File: src/rtl/jtag_tap_driver_pkg.sv
// Shared types and TMS patterns for the JTAG TAP initiator.
package jtag_tap_driver_pkg;

  typedef enum logic [2:0] {
    ST_IDLE,
    ST_PRE,
    ST_SHIFT,
    ST_POST,
    ST_RESP,
    ST_RST
  } drv_state_t;

  // TMS patterns are stored LSB-first, bit 0 goes out on the first TCK.
  localparam logic [2:0] DR_PRE        = 3'b001;
  localparam logic [3:0] IR_PRE        = 4'b0011;
  localparam logic [1:0] POST          = 2'b01;
  localparam int         RESET_SEQ_LEN = 6;

  function automatic logic pre_tms(input logic ir, input logic [1:0] idx);
    logic [3:0] pat;
    pat = ir ? IR_PRE : {1'b0, DR_PRE};
    return pat[idx];
  endfunction

endpackage

File: src/rtl/jtag_tck_gen.sv
// TCK divider: TCK_DIV cycles low then TCK_DIV high while enabled, parked low otherwise.
// Strobes mark the system-clock edge that drives TCK 0->1 (rise) or 1->0 (fall).
module jtag_tck_gen #(
  parameter int TCK_DIV = 2
) (
  input  logic i_clk,
  input  logic i_rst,
  input  logic i_en,
  output logic o_tck,
  output logic o_rise_stb,
  output logic o_fall_stb
);

  localparam int               CNT_W   = (TCK_DIV > 1) ? $clog2(TCK_DIV) : 1;
  localparam logic [CNT_W-1:0] CNT_MAX = CNT_W'(TCK_DIV - 1);

  logic [CNT_W-1:0] r_cnt;
  logic             r_tck;
  logic             w_wrap;

  assign w_wrap     = i_en && (r_cnt == CNT_MAX);
  assign o_rise_stb = w_wrap && !r_tck;
  assign o_fall_stb = w_wrap && r_tck;
  assign o_tck      = r_tck;

  always_ff @(posedge i_clk or posedge i_rst) begin
    if (i_rst) begin
      r_cnt <= '0;
      r_tck <= 1'b0;
    end else if (!i_en) begin
      r_cnt <= '0;
      r_tck <= 1'b0;
    end else if (w_wrap) begin
      r_cnt <= '0;
      r_tck <= ~r_tck;
    end else begin
      r_cnt <= r_cnt + 1'b1;
    end
  end

endmodule

File: src/rtl/jtag_tap_driver.sv
// JTAG initiator: runs one IR/DR scan per command from Run-Test/Idle and returns captured TDO.
// JTAG_TAP_DRIVER_RESET_SEQ_EN adds a Test-Logic-Reset -> Run-Test/Idle walk after reset.
module jtag_tap_driver
  import jtag_tap_driver_pkg::*;
#(
  parameter int TCK_DIV = 2,
  parameter int MAX_LEN = 64,
  parameter int LEN_W   = 7
) (
  input  logic               wb_clk_i,
  input  logic               wb_rst_i,
  input  logic               cmd_valid_i,
  output logic               cmd_ready_o,
  input  logic               cmd_ir_i,
  input  logic [LEN_W-1:0]   cmd_len_i,
  input  logic [MAX_LEN-1:0] cmd_data_i,
  output logic               rsp_valid_o,
  input  logic               rsp_ready_i,
  output logic [MAX_LEN-1:0] rsp_data_o,
  output logic               tck_pad_o,
  output logic               tms_pad_o,
  output logic               tdi_pad_o,
  input  logic               tdo_pad_i
);

  localparam int               IDX_W   = $clog2(MAX_LEN);
  localparam logic [LEN_W-1:0] LEN_MAX = LEN_W'(MAX_LEN);
  localparam logic [LEN_W-1:0] RST_LAST = LEN_W'(RESET_SEQ_LEN - 1);

  drv_state_t         r_state;
  logic [LEN_W-1:0]   r_cnt;
  logic [LEN_W-1:0]   r_len;
  logic               r_ir;
  logic [MAX_LEN-1:0] r_data;
  logic [MAX_LEN-1:0] r_rsp;
  logic               r_cmd_ready;
  logic               r_rsp_valid;
  logic               r_tms;
  logic               r_tdi;

  logic               w_tck_en;
  logic               w_rise;
  logic               w_fall;
  logic               w_last;
  logic [LEN_W-1:0]   w_pre_last;
  logic [LEN_W-1:0]   w_len_clamp;
  drv_state_t         w_nxt_state;
  logic [LEN_W-1:0]   w_nxt_cnt;
  logic               w_nxt_tms;
  logic               w_nxt_tdi;

  assign w_tck_en    = (r_state == ST_PRE) || (r_state == ST_SHIFT) ||
                       (r_state == ST_POST) || (r_state == ST_RST);
  assign w_len_clamp = (cmd_len_i > LEN_MAX) ? LEN_MAX : cmd_len_i;
  assign w_pre_last  = r_ir ? LEN_W'(3) : LEN_W'(2);

  jtag_tck_gen #(.TCK_DIV(TCK_DIV)) u_tck_gen (
    .i_clk      (wb_clk_i),
    .i_rst      (wb_rst_i),
    .i_en       (w_tck_en),
    .o_tck      (tck_pad_o),
    .o_rise_stb (w_rise),
    .o_fall_stb (w_fall)
  );

  // Which TCK follows the current one; only consumed on a fall strobe.
  always_comb begin
    w_last      = 1'b0;
    w_nxt_state = r_state;
    w_nxt_cnt   = r_cnt + 1'b1;
    case (r_state)
      ST_RST: begin
        w_last = (r_cnt == RST_LAST);
        if (w_last) w_nxt_state = ST_IDLE;
      end
      ST_PRE: begin
        w_last = (r_cnt == w_pre_last);
        if (w_last) w_nxt_state = (r_len == '0) ? ST_POST : ST_SHIFT;
      end
      ST_SHIFT: begin
        w_last = (r_cnt == r_len - 1'b1);
        if (w_last) w_nxt_state = ST_POST;
      end
      ST_POST: begin
        w_last = (r_cnt == LEN_W'(1));
        if (w_last) w_nxt_state = ST_RESP;
      end
      default: w_last = 1'b0;
    endcase
    if (w_last) w_nxt_cnt = '0;
  end

  // Pin levels for the upcoming TCK; a zero-length scan leaves Capture straight to Exit1.
  always_comb begin
    w_nxt_tms = 1'b0;
    w_nxt_tdi = 1'b0;
    case (w_nxt_state)
      ST_RST:   w_nxt_tms = (w_nxt_cnt != RST_LAST);
      ST_PRE:   w_nxt_tms = pre_tms(r_ir, w_nxt_cnt[1:0]) |
                            ((r_len == '0) && (w_nxt_cnt == w_pre_last));
      ST_SHIFT: begin
        w_nxt_tms = (w_nxt_cnt == r_len - 1'b1);
        w_nxt_tdi = r_data[w_nxt_cnt[IDX_W-1:0]];
      end
      ST_POST:  w_nxt_tms = POST[w_nxt_cnt[0]];
      default:  w_nxt_tms = 1'b0;
    endcase
  end

  always_ff @(posedge wb_clk_i or posedge wb_rst_i) begin
    if (wb_rst_i) begin
`ifdef JTAG_TAP_DRIVER_RESET_SEQ_EN
      r_state <= ST_RST;
      r_tms   <= 1'b1;
`else
      r_state <= ST_IDLE;
      r_tms   <= 1'b0;
`endif
      r_cnt       <= '0;
      r_len       <= '0;
      r_ir        <= 1'b0;
      r_data      <= '0;
      r_rsp       <= '0;
      r_cmd_ready <= 1'b0;
      r_rsp_valid <= 1'b0;
      r_tdi       <= 1'b0;
    end else begin
      case (r_state)
        ST_IDLE: begin
          if (r_cmd_ready && cmd_valid_i) begin
            r_state     <= ST_PRE;
            r_cnt       <= '0;
            r_ir        <= cmd_ir_i;
            r_len       <= w_len_clamp;
            r_data      <= cmd_data_i;
            r_rsp       <= '0;
            r_cmd_ready <= 1'b0;
            r_tms       <= pre_tms(cmd_ir_i, 2'd0);
            r_tdi       <= 1'b0;
          end else begin
            r_cmd_ready <= 1'b1;
          end
        end
        ST_RESP: begin
          if (rsp_ready_i) begin
            r_rsp_valid <= 1'b0;
            r_cmd_ready <= 1'b1;
            r_state     <= ST_IDLE;
          end
        end
        default: begin
          if (w_rise && (r_state == ST_SHIFT)) r_rsp[r_cnt[IDX_W-1:0]] <= tdo_pad_i;
          if (w_fall) begin
            r_state <= w_nxt_state;
            r_cnt   <= w_nxt_cnt;
            r_tms   <= w_nxt_tms;
            r_tdi   <= w_nxt_tdi;
            if (w_nxt_state == ST_RESP) r_rsp_valid <= 1'b1;
            if (w_nxt_state == ST_IDLE) r_cmd_ready <= 1'b1;
          end
        end
      endcase
    end
  end

  assign cmd_ready_o = r_cmd_ready;
  assign rsp_valid_o = r_rsp_valid;
  assign rsp_data_o  = r_rsp;
  assign tms_pad_o   = r_tms;
  assign tdi_pad_o   = r_tdi;

endmodule

File: config.mk
export PLATFORM = sky130hd
export DESIGN_NAME = jtag_tap_driver
export DESIGN_NICKNAME = d
export VERILOG_FILES = /design/src/rtl/jtag_tap_driver_pkg.sv /design/src/rtl/jtag_tck_gen.sv /design/src/rtl/jtag_tap_driver.sv
export SDC_FILE = /design/constraint.sdc
export NUM_CORES = 1
export LEC_CHECK = 0
export CAP_MARGIN = 5
export CORE_ASPECT_RATIO = 1.4
export CORE_MARGIN = 1
export CORE_UTILIZATION = 55
export CTS_CLUSTER_DIAMETER = 200
export DETAILED_ROUTE_END_ITERATION = 12
export DONT_BUFFER_PORTS = 1
export GPL_TIMING_DRIVEN = 1
export PLACE_DENSITY = 0.68
export SLEW_MARGIN = 40
export SYNTH_ARGS = -nofsm -noshare
export SYNTH_HDL_FRONTEND = slang
export SYNTH_HIERARCHICAL = 1
export SYNTH_SLANG_ARGS = --single-unit
File: constraint.sdc
create_clock -name wb_clk_i -period 14.1 [get_ports wb_clk_i]
set_clock_uncertainty 0.1 [all_clocks]
set_input_delay 2.115 -clock wb_clk_i [delete_from_list [all_inputs] [get_ports wb_clk_i]]
set_output_delay 2.115 -clock wb_clk_i [all_outputs]
set_load 0.01 [all_outputs]
==> impl_metrics.csv <==
group,metric,value,unit
min_path,hp-class,"flop to flop",
drt,wirelength,21.53,mm
synth,syn_area,8010,um^2
floorplan,die_area,15060,um^2
floorplan,rows,51,
floorplan,io_pins,146,
cells_and_area,multi_input_area,3911,um^2
synth,synth_top_area_share,0.4749,
floorplan,core,14040,um^2
synth,synthMostInstantiatedCell,"nand2_1",
global_route,grt-ovfl-total,0,
synth,synth_commonest_cells,"nand2_1, dfrtp_1, o21ai_0",
timing,period_minus_slack,3805,ps
timing,worst_pin_slew,899.2,ps
cells_and_area,drive_gt1_frac,0.09382,
timing,hold_violations,0,
cts,cts_tree,"done",
synth,synth_area_leader_cell,"dfrtp_1",
cts,cts_resized,0,
cts,postCtsSetupBuffers,0,
critical_path,endpoint_kind,"flop",
timing,post-route-period-util,0.2699,
drt,vias,6812,
critical_path,path_max_fanout,12,
global_route,grt_pass1_wl,34.14,mm
synth,yosysWarnings,6,
cts,numCtsBuffers,17,
drt,drt_iter0_markers,465,
synth,ys_ff_latch,152,
timing,relSlewSlack,0.3983,
placed_design,portBuffers,0,
global_route,grt_max_degree,79,
synth,ys.flop_type,"dfrtp_1",
critical_path,crit_type,"flop to flop",
critical_path,arrival,4060,ps
floorplan,start_util,0.5706,
synth,yosysSeqAreaShare,0.4749,
critical_path,worstPathRequired,14360,ps
synth,ys_top_cells_by_area,"dfrtp_1, nand2_1, o21ai_0",
timing,rsz0062_at_grt,"false",
timing,fin_ws,10290,ps
critical_path,critPathLaunchType,"flop",
power_and_ir_drop,ir_drop,0.06356,mV
status,run_status,"complete, no violations",
synth,avgSynthCellArea,8.549,um^2
power_and_ir_drop,total_power,0.8904,mW
cts,holdBufCountCts,0,
floorplan,die_w,104.0,um
cts,clockBufferDepth,2,
cells_and_area,area_growth,7.935,%
cts,path_clk_slew,60,ps
global_route,grt_pass1_vias,6602,
drt,first_pass_iters,6,
cells_and_area,num_antenna_cells,0,
power_and_ir_drop,power.density,103.0,nW/um^2
cts,numClockSinks,152,
timing,finalMaxSlewViolations,0,
timing,fmax,262.8,MHz
synth,async_flop_share,1.000,
cts,insertion_delay,430,ps
cells_and_area,regArea,3805,um^2
synth,synth_edf_count,0,
power_and_ir_drop,p_leak,4.005,nW
drt,ant_nets,0,
placed_design,globalplace.congestion,0.8407,
global_route,grt_usage,0.2931,
placed_design,pre_cts_slack,10010,ps
timing,finalSetupTns,0,ps
cells_and_area,num-fill-cells,1203,
synth,synth_nets,1019,
placed_design,post-dp-hpwl,14.67,mm
global_route,antenna_found_initial,0,
synth,yosysUniqueCellTypes,75,
drt,drc,0,
cts,htree_levels,4,
floorplan,die_h,144.8,um
cts,root_buffer,"clkbuf_16",
cells_and_area,postLayoutCoreUtil,0.6159,
flow_run,drv_cap,0,
drt,wl_per_cell,19.74,um
drt,routed_via_density,6.244,
synth,netlist_instances,937,
timing,setup_viol,0,
cells_and_area,final_nets,976,
timing,hold-worst-slack,367.2,ps
## per-stage QoR
step / cell area [um^2] / std cells
floorplan: 8010 / 937
global placement: 8028 / 1058
detailed placement: 8078 / 1060
CTS: 8643 / 1091
global route: 8646 / 1091
finish: 8646 / 1091
## cell type report
| class | count | share of cell area |
|---|---|---|
| Clock buffer | 17 | 0.04920 |
| Sequential cell | 152 | 0.4401 |
| Inverter | 13 | 0.006223 |
| Multi-Input combinational cell | 702 | 0.4524 |
| Timing Repair Buffer | 8 | 0.009117 |
| Clock inverter | 14 | 0.01621 |
| Tap cell | 185 | 0.02677 |
## placed cells by master (no fill, tap or decap), drive strengths merged, types with 6 or more instances in the layout
| cell type | count |
|---|---|
| a21oi | 78 |
| a31oi | 9 |
| and2 | 9 |
| and3 | 11 |
| buf | 8 |
| clkbuf | 17 |
| clkinv | 6 |
| dfrtp | 152 |
| inv | 19 |
| mux2i | 8 |
| mux4 | 9 |
| nand2 | 244 |
| nand3 | 19 |
| nand3b | 8 |
| nor2 | 36 |
| nor3 | 12 |
| o21ai | 152 |
| o22ai | 8 |
| o31ai | 7 |
| xnor2 | 17 |
| xor2 | 6 |
## report_power, final
part / internal (mW) / leakage (nW) / switching, mW / total (mW)
combinational: 0.000973 / 1.68 / 0.00842 / 0.00940
sequential: 0.436 / 2.05 / 0.000190 / 0.436
clock: 0.247 / 0.279 / 0.198 / 0.445
total: 0.684 / 4.01 / 0.206 / 0.890
## worst max-delay path, stage by stage (launching register included)
cell	delay, ps
dfrtp_1	450
inv_1	170
ha_1	320
or3b_4	440
a2111oi_2	310
and4b_4	300
nand2_4	130
nand2_1	240
inv_1	110
ha_1	290
a41oi_1	90
mux2i_1	160
nor2_1	60
o311ai_2	290
o22ai_1	130
a21oi_2	130
## registers in the layout, summed over array words and instances, names as in the netlist
register,cells
u_tck_gen/o_tck,1
cmd_ready_o,1
r_ir,1
u_tck_gen/r_cnt,1
tms_pad_o,1
rsp_valid_o,1
r_state,3
r_cnt,7
rsp_data_o,64
r_data,64
tdi_pad_o,1
r_len,7
## logic make-up (layout without fill, tap and decap cells)
family,count (synthesis),in the layout,share of synthesized area
xor gates and xnor gates,24,24,0.02890
AOI/OAI and AO/OA,280,280,0.1949
DFF,152,152,0.4749
and+or+nand+nor,373,373,0.2113
muxes,20,20,0.03952
buffers and inverters,83,52,0.04264
adders and majority gates,5,5,0.007810
## per-layer routing
metal | up-vias | GRT usage | wire, um
li1 | 3156 | - | -
met1 | 3286 | 0.3370 | 8169
met2 | 300 | 0.5032 | 10910
met3 | 70 | 0.06717 | 1624
met4 | 0 | 0.1759 | 824
met5 | - | 0 | 0
## final timing paths
kind                            start               to  slack (ps)  cells after the start
setup / recovery             r_len[0]        tms_pad_o       10290                     15
hold / removal             r_data[37]       r_data[37]         370                      2
setup reg to reg             r_len[0]        tms_pad_o       10290                     15
hold reg to reg            r_data[37]       r_data[37]         370                      2
max in group asynchronous    wb_rst_i         r_cnt[2]       11150                      2
min in group asynchronous    wb_rst_i  u_tck_gen/o_tck        1320                      1
Note: power is estimated with default switching activity, not from simulation.
